## src/rtl/seg_disp_arbiter.sv

```systemverilog
// seg_disp_arbiter
// Lets three display sources (clock, counter, sensor, ...) share one
// 6-digit dynamic seven-segment display. One source is granted at a time,
// chosen round-robin. The current owner keeps the display for a minimum
// hold time, and the display is blanked for a short gap whenever ownership
// changes hands. All outputs feed the seg_595_dynamic driver and are
// registered.

module seg_disp_arbiter #(
    parameter logic [25:0] HOLD_CNT  = 26'd49_999_999,
    parameter logic [15:0] BLANK_CNT = 16'd24_999
) (
    input  logic        sys_clk,
    input  logic        sys_rst_n,
    input  logic [2:0]  req,
    input  logic [59:0] data_in,
    input  logic [17:0] point_in,
    input  logic [2:0]  sign_in,
    output logic [19:0] data,
    output logic [5:0]  point,
    output logic        sign,
    output logic        seg_en,
    output logic [2:0]  grant,
    output logic        busy
);

    typedef enum logic [1:0] {
        IDLE,
        SHOW,
        BLANK
    } state_e;

    state_e      state_q, state_d;
    logic [1:0]  last_q, last_d;
    logic [25:0] holdCnt_q, holdCnt_d;
    logic [15:0] blankCnt_q, blankCnt_d;
    logic [19:0] data_q, data_d;
    logic [5:0]  point_q, point_d;
    logic        sign_q, sign_d;
    logic        segEn_q, segEn_d;
    logic [2:0]  grant_q, grant_d;
    logic        busy_q, busy_d;

    logic [2:0]  ownerMask;
    logic [2:0]  otherReq;
    logic        ownerReq;
    logic        holdDone;
    logic        blankDone;
    logic [1:0]  winner;
    logic [1:0]  selIdx;
    logic [19:0] selData;
    logic [5:0]  selPoint;
    logic        selSign;

    function automatic logic [2:0] toOneHot(input logic [1:0] idx);
        logic [2:0] oh;
        case (idx)
            2'd0:    oh = 3'b001;
            2'd1:    oh = 3'b010;
            default: oh = 3'b100;
        endcase
        return oh;
    endfunction

    // The last winner is the owner while showing; its request and the
    // remaining requests decide whether ownership must move on.
    assign ownerMask = toOneHot(last_q);
    assign ownerReq  = |(req & ownerMask);
    assign otherReq  = req & ~ownerMask;
    assign holdDone  = (holdCnt_q == HOLD_CNT);
    assign blankDone = (blankCnt_q == (BLANK_CNT - 16'd1));

    // Round-robin search starting just after the previous winner, wrapping.
    always_comb begin
        winner = 2'd0;
        case (last_q)
            2'd0: begin
                if (req[1])      winner = 2'd1;
                else if (req[2]) winner = 2'd2;
                else             winner = 2'd0;
            end
            2'd1: begin
                if (req[2])      winner = 2'd2;
                else if (req[0]) winner = 2'd0;
                else             winner = 2'd1;
            end
            default: begin
                if (req[0])      winner = 2'd0;
                else if (req[1]) winner = 2'd1;
                else             winner = 2'd2;
            end
        endcase
    end

    // A running show keeps reading its own slice; a new grant reads the winner's.
    assign selIdx = (state_q == SHOW) ? last_q : winner;

    // Pick the data/point/sign slice of the selected source.
    always_comb begin
        selData  = data_in[19:0];
        selPoint = point_in[5:0];
        selSign  = sign_in[0];
        case (selIdx)
            2'd1: begin
                selData  = data_in[39:20];
                selPoint = point_in[11:6];
                selSign  = sign_in[1];
            end
            2'd2: begin
                selData  = data_in[59:40];
                selPoint = point_in[17:12];
                selSign  = sign_in[2];
            end
            default: begin
                selData  = data_in[19:0];
                selPoint = point_in[5:0];
                selSign  = sign_in[0];
            end
        endcase
    end

    // State register.
    always_ff @(posedge sys_clk or negedge sys_rst_n) begin
        if (!sys_rst_n) begin
            state_q <= IDLE;
        end else begin
            state_q <= state_d;
        end
    end

    // Next state: a dropped owner request wins over hold expiry, and
    // requests are only looked at again once the blank gap is over.
    always_comb begin
        state_d = state_q;
        case (state_q)
            IDLE: begin
                if (|req) state_d = SHOW;
            end
            SHOW: begin
                if (!ownerReq) begin
                    state_d = (|otherReq) ? BLANK : IDLE;
                end else if (holdDone && (|otherReq)) begin
                    state_d = BLANK;
                end else begin
                    state_d = SHOW;
                end
            end
            BLANK: begin
                if (blankDone) begin
                    state_d = (|req) ? SHOW : IDLE;
                end
            end
            default: state_d = IDLE;
        endcase
    end

    // Output and counter next values, driven by the state being entered;
    // both counters restart from zero on every state entry.
    always_comb begin
        last_d     = last_q;
        holdCnt_d  = 26'd0;
        blankCnt_d = 16'd0;
        data_d     = data_q;
        point_d    = point_q;
        sign_d     = sign_q;
        segEn_d    = 1'b0;
        grant_d    = 3'b000;
        busy_d     = 1'b0;
        case (state_d)
            SHOW: begin
                segEn_d  = 1'b1;
                busy_d   = 1'b1;
                data_d   = selData;
                point_d  = selPoint;
                sign_d   = selSign;
                if (state_q == SHOW) begin
                    grant_d   = grant_q;
                    holdCnt_d = holdDone ? holdCnt_q : (holdCnt_q + 26'd1);
                end else begin
                    grant_d = toOneHot(winner);
                    last_d  = winner;
                end
            end
            BLANK: begin
                busy_d = 1'b1;
                if (state_q == BLANK) begin
                    blankCnt_d = blankCnt_q + 16'd1;
                end
            end
            default: begin
                data_d  = 20'd0;
                point_d = 6'd0;
                sign_d  = 1'b0;
            end
        endcase
    end

    // Registered outputs, counters and round-robin pointer; after reset
    // the pointer sits on source 2 so source 0 is served first.
    always_ff @(posedge sys_clk or negedge sys_rst_n) begin
        if (!sys_rst_n) begin
            last_q     <= 2'd2;
            holdCnt_q  <= 26'd0;
            blankCnt_q <= 16'd0;
            data_q     <= 20'd0;
            point_q    <= 6'd0;
            sign_q     <= 1'b0;
            segEn_q    <= 1'b0;
            grant_q    <= 3'b000;
            busy_q     <= 1'b0;
        end else begin
            last_q     <= last_d;
            holdCnt_q  <= holdCnt_d;
            blankCnt_q <= blankCnt_d;
            data_q     <= data_d;
            point_q    <= point_d;
            sign_q     <= sign_d;
            segEn_q    <= segEn_d;
            grant_q    <= grant_d;
            busy_q     <= busy_d;
        end
    end

    assign data   = data_q;
    assign point  = point_q;
    assign sign   = sign_q;
    assign seg_en = segEn_q;
    assign grant  = grant_q;
    assign busy   = busy_q;

endmodule

```

## config.mk

```make
export PLATFORM = sky130hd
export DESIGN_NAME = seg_disp_arbiter
export DESIGN_NICKNAME = d
export VERILOG_FILES = /design/src/rtl/seg_disp_arbiter.sv
export SDC_FILE = /design/constraint.sdc
export NUM_CORES = 1
export LEC_CHECK = 0
export ABC_AREA = 1
export CAP_MARGIN = 20
export CORE_MARGIN = 5
export CORE_UTILIZATION = 35
export CTS_CLUSTER_DIAMETER = 120
export DETAILED_ROUTE_END_ITERATION = 6
export GPL_ROUTABILITY_DRIVEN = 0
export HOLD_SLACK_MARGIN = 0.12
export PLACE_DENSITY_LB_ADDON = 0.08
export SYNTH_ARGS = -nofsm -noshare
export SYNTH_HDL_FRONTEND = slang
export SYNTH_SLANG_ARGS = --single-unit
```

## constraint.sdc

```tcl
create_clock -name sys_clk -period 2.56 [get_ports sys_clk]
set_clock_uncertainty 0.05 [all_clocks]
set_input_delay 0.512 -clock sys_clk [delete_from_list [all_inputs] [get_ports sys_clk]]
set_output_delay 0.512 -clock sys_clk [all_outputs]
set_load 0.03 [all_outputs]
```

==> flow_summary.ini <==
[sta]
post-route-min-period_ps = 2340
final-setup-viol-count = 0
hold_viol = 0
final_min_period_over_clock_period_pct = 91.5
fmax_ghz = 0.427
timing_worst_slew_pin_value_ps = 375
timing.hold.ws_ps = 414
timing_max_transition_violations_final = 0
timing.slew.headroom_pct = 74.9

[synthesis]
synth_nets = 773
synthesis.area_mm2 = 0.00479
post_synth.cell_area_avg_um2 = 7.06
seq_total_area_yosys_pct = 40.8
synth_warnings = 0
synthDistinctLibCells = 33
ys_seq_elements = 78
postSynthCellCount = 678

[critical_path]
regToRegStartpoint = holdCnt_q[0]$_DFFE_PN0P_
setup_crit_start_kind = flop
cp_data_required_time_ps = 2730
crit_start = holdCnt_q[0]$_DFFE_PN0P_
cp_data_arrival_time_ps = 2510
worstPathMaxFanout = 13
path_class = reg2reg
critPathCaptureType = flop

[floorplanning]
die_area_mm2 = 0.0161
design.portCount = 118
core_area_mm2 = 0.0133
chipHeight_um = 127
initial_core_util_pct = 35.9
fp.dieW_um = 127
rows = 42

[pwr]
report.power.total_mw = 3.10
power_leakage_nw = 3.19
cellPowerDensity_mw_per_mm2 = 462
max-vdd-ir-drop_mv = 0.336

[drt]
detailedRoute.firstIterationViolations = 265
total_iterations_of_the_first_detailed_routing_run = 4
drc_errors = 0
route.detailed.wl_per_inst_um = 14.2
totalWireLength_mm = 14.0
post_drt_via_cell_ratio = 4.83
top_layer_used = met4
wl_met2_mm = 6.71
wl_met1_mm = 5.75
met3_wirelength_mm = 1.14
via_count = 4766
postRouteAntennaNets = 0

[place]
placement.io_buffers = 117
place_hpwl_mm = 10.6
detailed_place.area_mm2 = 0.00628

[grt]
wire_length_of_the_first_global_routing_pass_mm = 23.3
grt_start_max_net_pins = 66
grt-ovfl-total = 0
first_global_vias = 4971
antenna_violations_before_repair = 0
grt_use_total_pct = 17.7

[layout]
nFillCells = 1342
number_of_nets_in_the_final_layout = 901
syn_to_final_growth_pct = 40.3
core_utilization_of_the_finished_layout_pct = 50.3
layout_commonest_cell = nand2_1
finalInstanceArea_mm2 = 0.00672
most_frequent_cells_in_the_layout = 192 x nand2_1, 116 x clkdlybuf4s50_1, 80 x inv_1, 78 x nor2_1, 76 x dfrtp_1
num_antenna_cells = 0
layout-drive-gt1-share_pct = 9.49

[cts]
cts_tree = yes
cts.clk_slew.worst_paths_ps = 60
cts_max_path_buffers = 2
tritoncts.num_buffers = 9
ctsRootBufferMaster = clkbuf_16
htree_levels = 3
clk-insertion-delay-late_ps = 340
cts.sinks = 78

[outcome]
run_status = complete, no violations

[run]
drv.max_cap_violation_count = 0

[worst_hold_path]
min-delay-path-class = reg2reg
beginning_of_the_worst_hold_path = blankCnt_q[0]$_DFF_PN0_
-- where the power goes --
part	total, mW	internal (mW)	switching (mW)
Clock	1.60	1.08	0.525
Combinational	0.269	0.161	0.108
Sequential	1.23	1.23	0
-- sequential cells by signal (all words and copies together) (netlist names) --
register    flops
blankCnt_q     16
busy            1
data           20
grant           3
holdCnt_q      26
last_q          2
point           6
seg_en          1
sign            1
state_q         2
-- through the flow --
step | setup slack, ps | instances | TNS, ps
floorplan | 248 | 678 | 0
finish | 217 | 987 | 0
global placement | 65.8 | 967 | 0
global route | -16.9 | 987 | -49.1
CTS | 123 | 984 | 0
detailed placement | 3.97 | 967 | 0
-- worst max-delay path, cell delays in order, from the launching register on --
cell	delay (ps)
dfrtp_2	390
ha_2	200
nand3_2	150
inv_2	120
nand2_1	60
nor2_2	140
nand2_1	110
nand2_1	100
nand2_1	50
nand2_1	120
ha_1	180
inv_1	50
nand2_2	110
clkbuf_16	190
a21oi_1	40
o21ai_1	90
nand2_1	60
-- routing by layer --
| metal | up-vias | global-route usage (%) |
|---|---|---|
| li1 | 2424 | - |
| met1 | 2167 | 20.2 |
| met2 | 148 | 30.2 |
| met3 | 27 | 5.97 |
| met4 | 0 | 7.76 |
| met5 | - | 0 |
-- cell type report --
type                    count  area [µm²]  share of cell area, %
clock buffers              10         239                   3.56
flip-flops and latches     78        1950                   29.1
multi-input cells         491        2420                   36.0
inverters                  88         333                   4.95
well taps                 176         220                   3.28
clock inverters             6         133                   1.97
repair buffers            138        1420                   21.2
-- synthesized netlist by cell type --
cell type	instances	area, µm²
nor3_1	13	65.1
nand4_1	6	37.5
a31oi_1	2	12.5
a21oi_1	50	250
xnor2_1	1	8.76
nor2_1	78	293
nor2_2	7	43.8
nand2_1	194	728
nand2_2	5	31.3
o21ai_1	27	135
dfrtp_1	77	1930
o21a_1	2	15.0
nand3_1	32	160
dfstp_2	1	26.3
o211ai_1	1	7.51
or2_2	5	31.3
nand3_2	1	10.0
nand3b_1	2	15.0
nor2_8	1	20.0
o21ai_0	15	75.1
clkbuf_1	11	41.3
or2_1	1	6.26
and2_1	1	6.26
a22o_1	27	236
buf_4	2	15.0
inv_2	8	30.0
nor2_4	7	78.8
nor4_1	2	12.5
buf_2	8	40.0
and3_1	1	6.26
nand2_4	1	11.3
inv_1	80	300
ha_1	9	113
-- cell families after synthesis --
logic type / synth area share, %
AO/OA/AOI/OAI: 15.3
XOR/XNOR: 0.183
adder cells (fa/ha/maj): 2.35
buffers and inverters: 8.91
flip-flops: 40.8
AND/OR/NAND/NOR: 32.5
-- what timing repair did --
item,CTS,global route
setup endpoints to repair,0,37
hold endpoints to repair,13,0
buffers inserted,0,2
hold buffers,1,0
resized for setup,0,5
-- final timing paths --
| path | to | slack [ps] | depth (start not counted) |
|---|---|---|---|
| setup / recovery | data[13]$_DFFE_PN0P_ | 220 | 16 |
| hold / removal | blankCnt_q[0]$_DFF_PN0_ | 410 | 1 |
| setup reg to reg | data[13]$_DFFE_PN0P_ | 220 | 16 |
| hold reg to reg | blankCnt_q[0]$_DFF_PN0_ | 410 | 1 |
| max in group asynchronous | last_q[1]$_DFFE_PN1N_ | 1310 | 3 |
| min in group asynchronous | holdCnt_q[19]$_DFFE_PN0P_ | 510 | 2 |
Power figures use the tool's default switching activity.
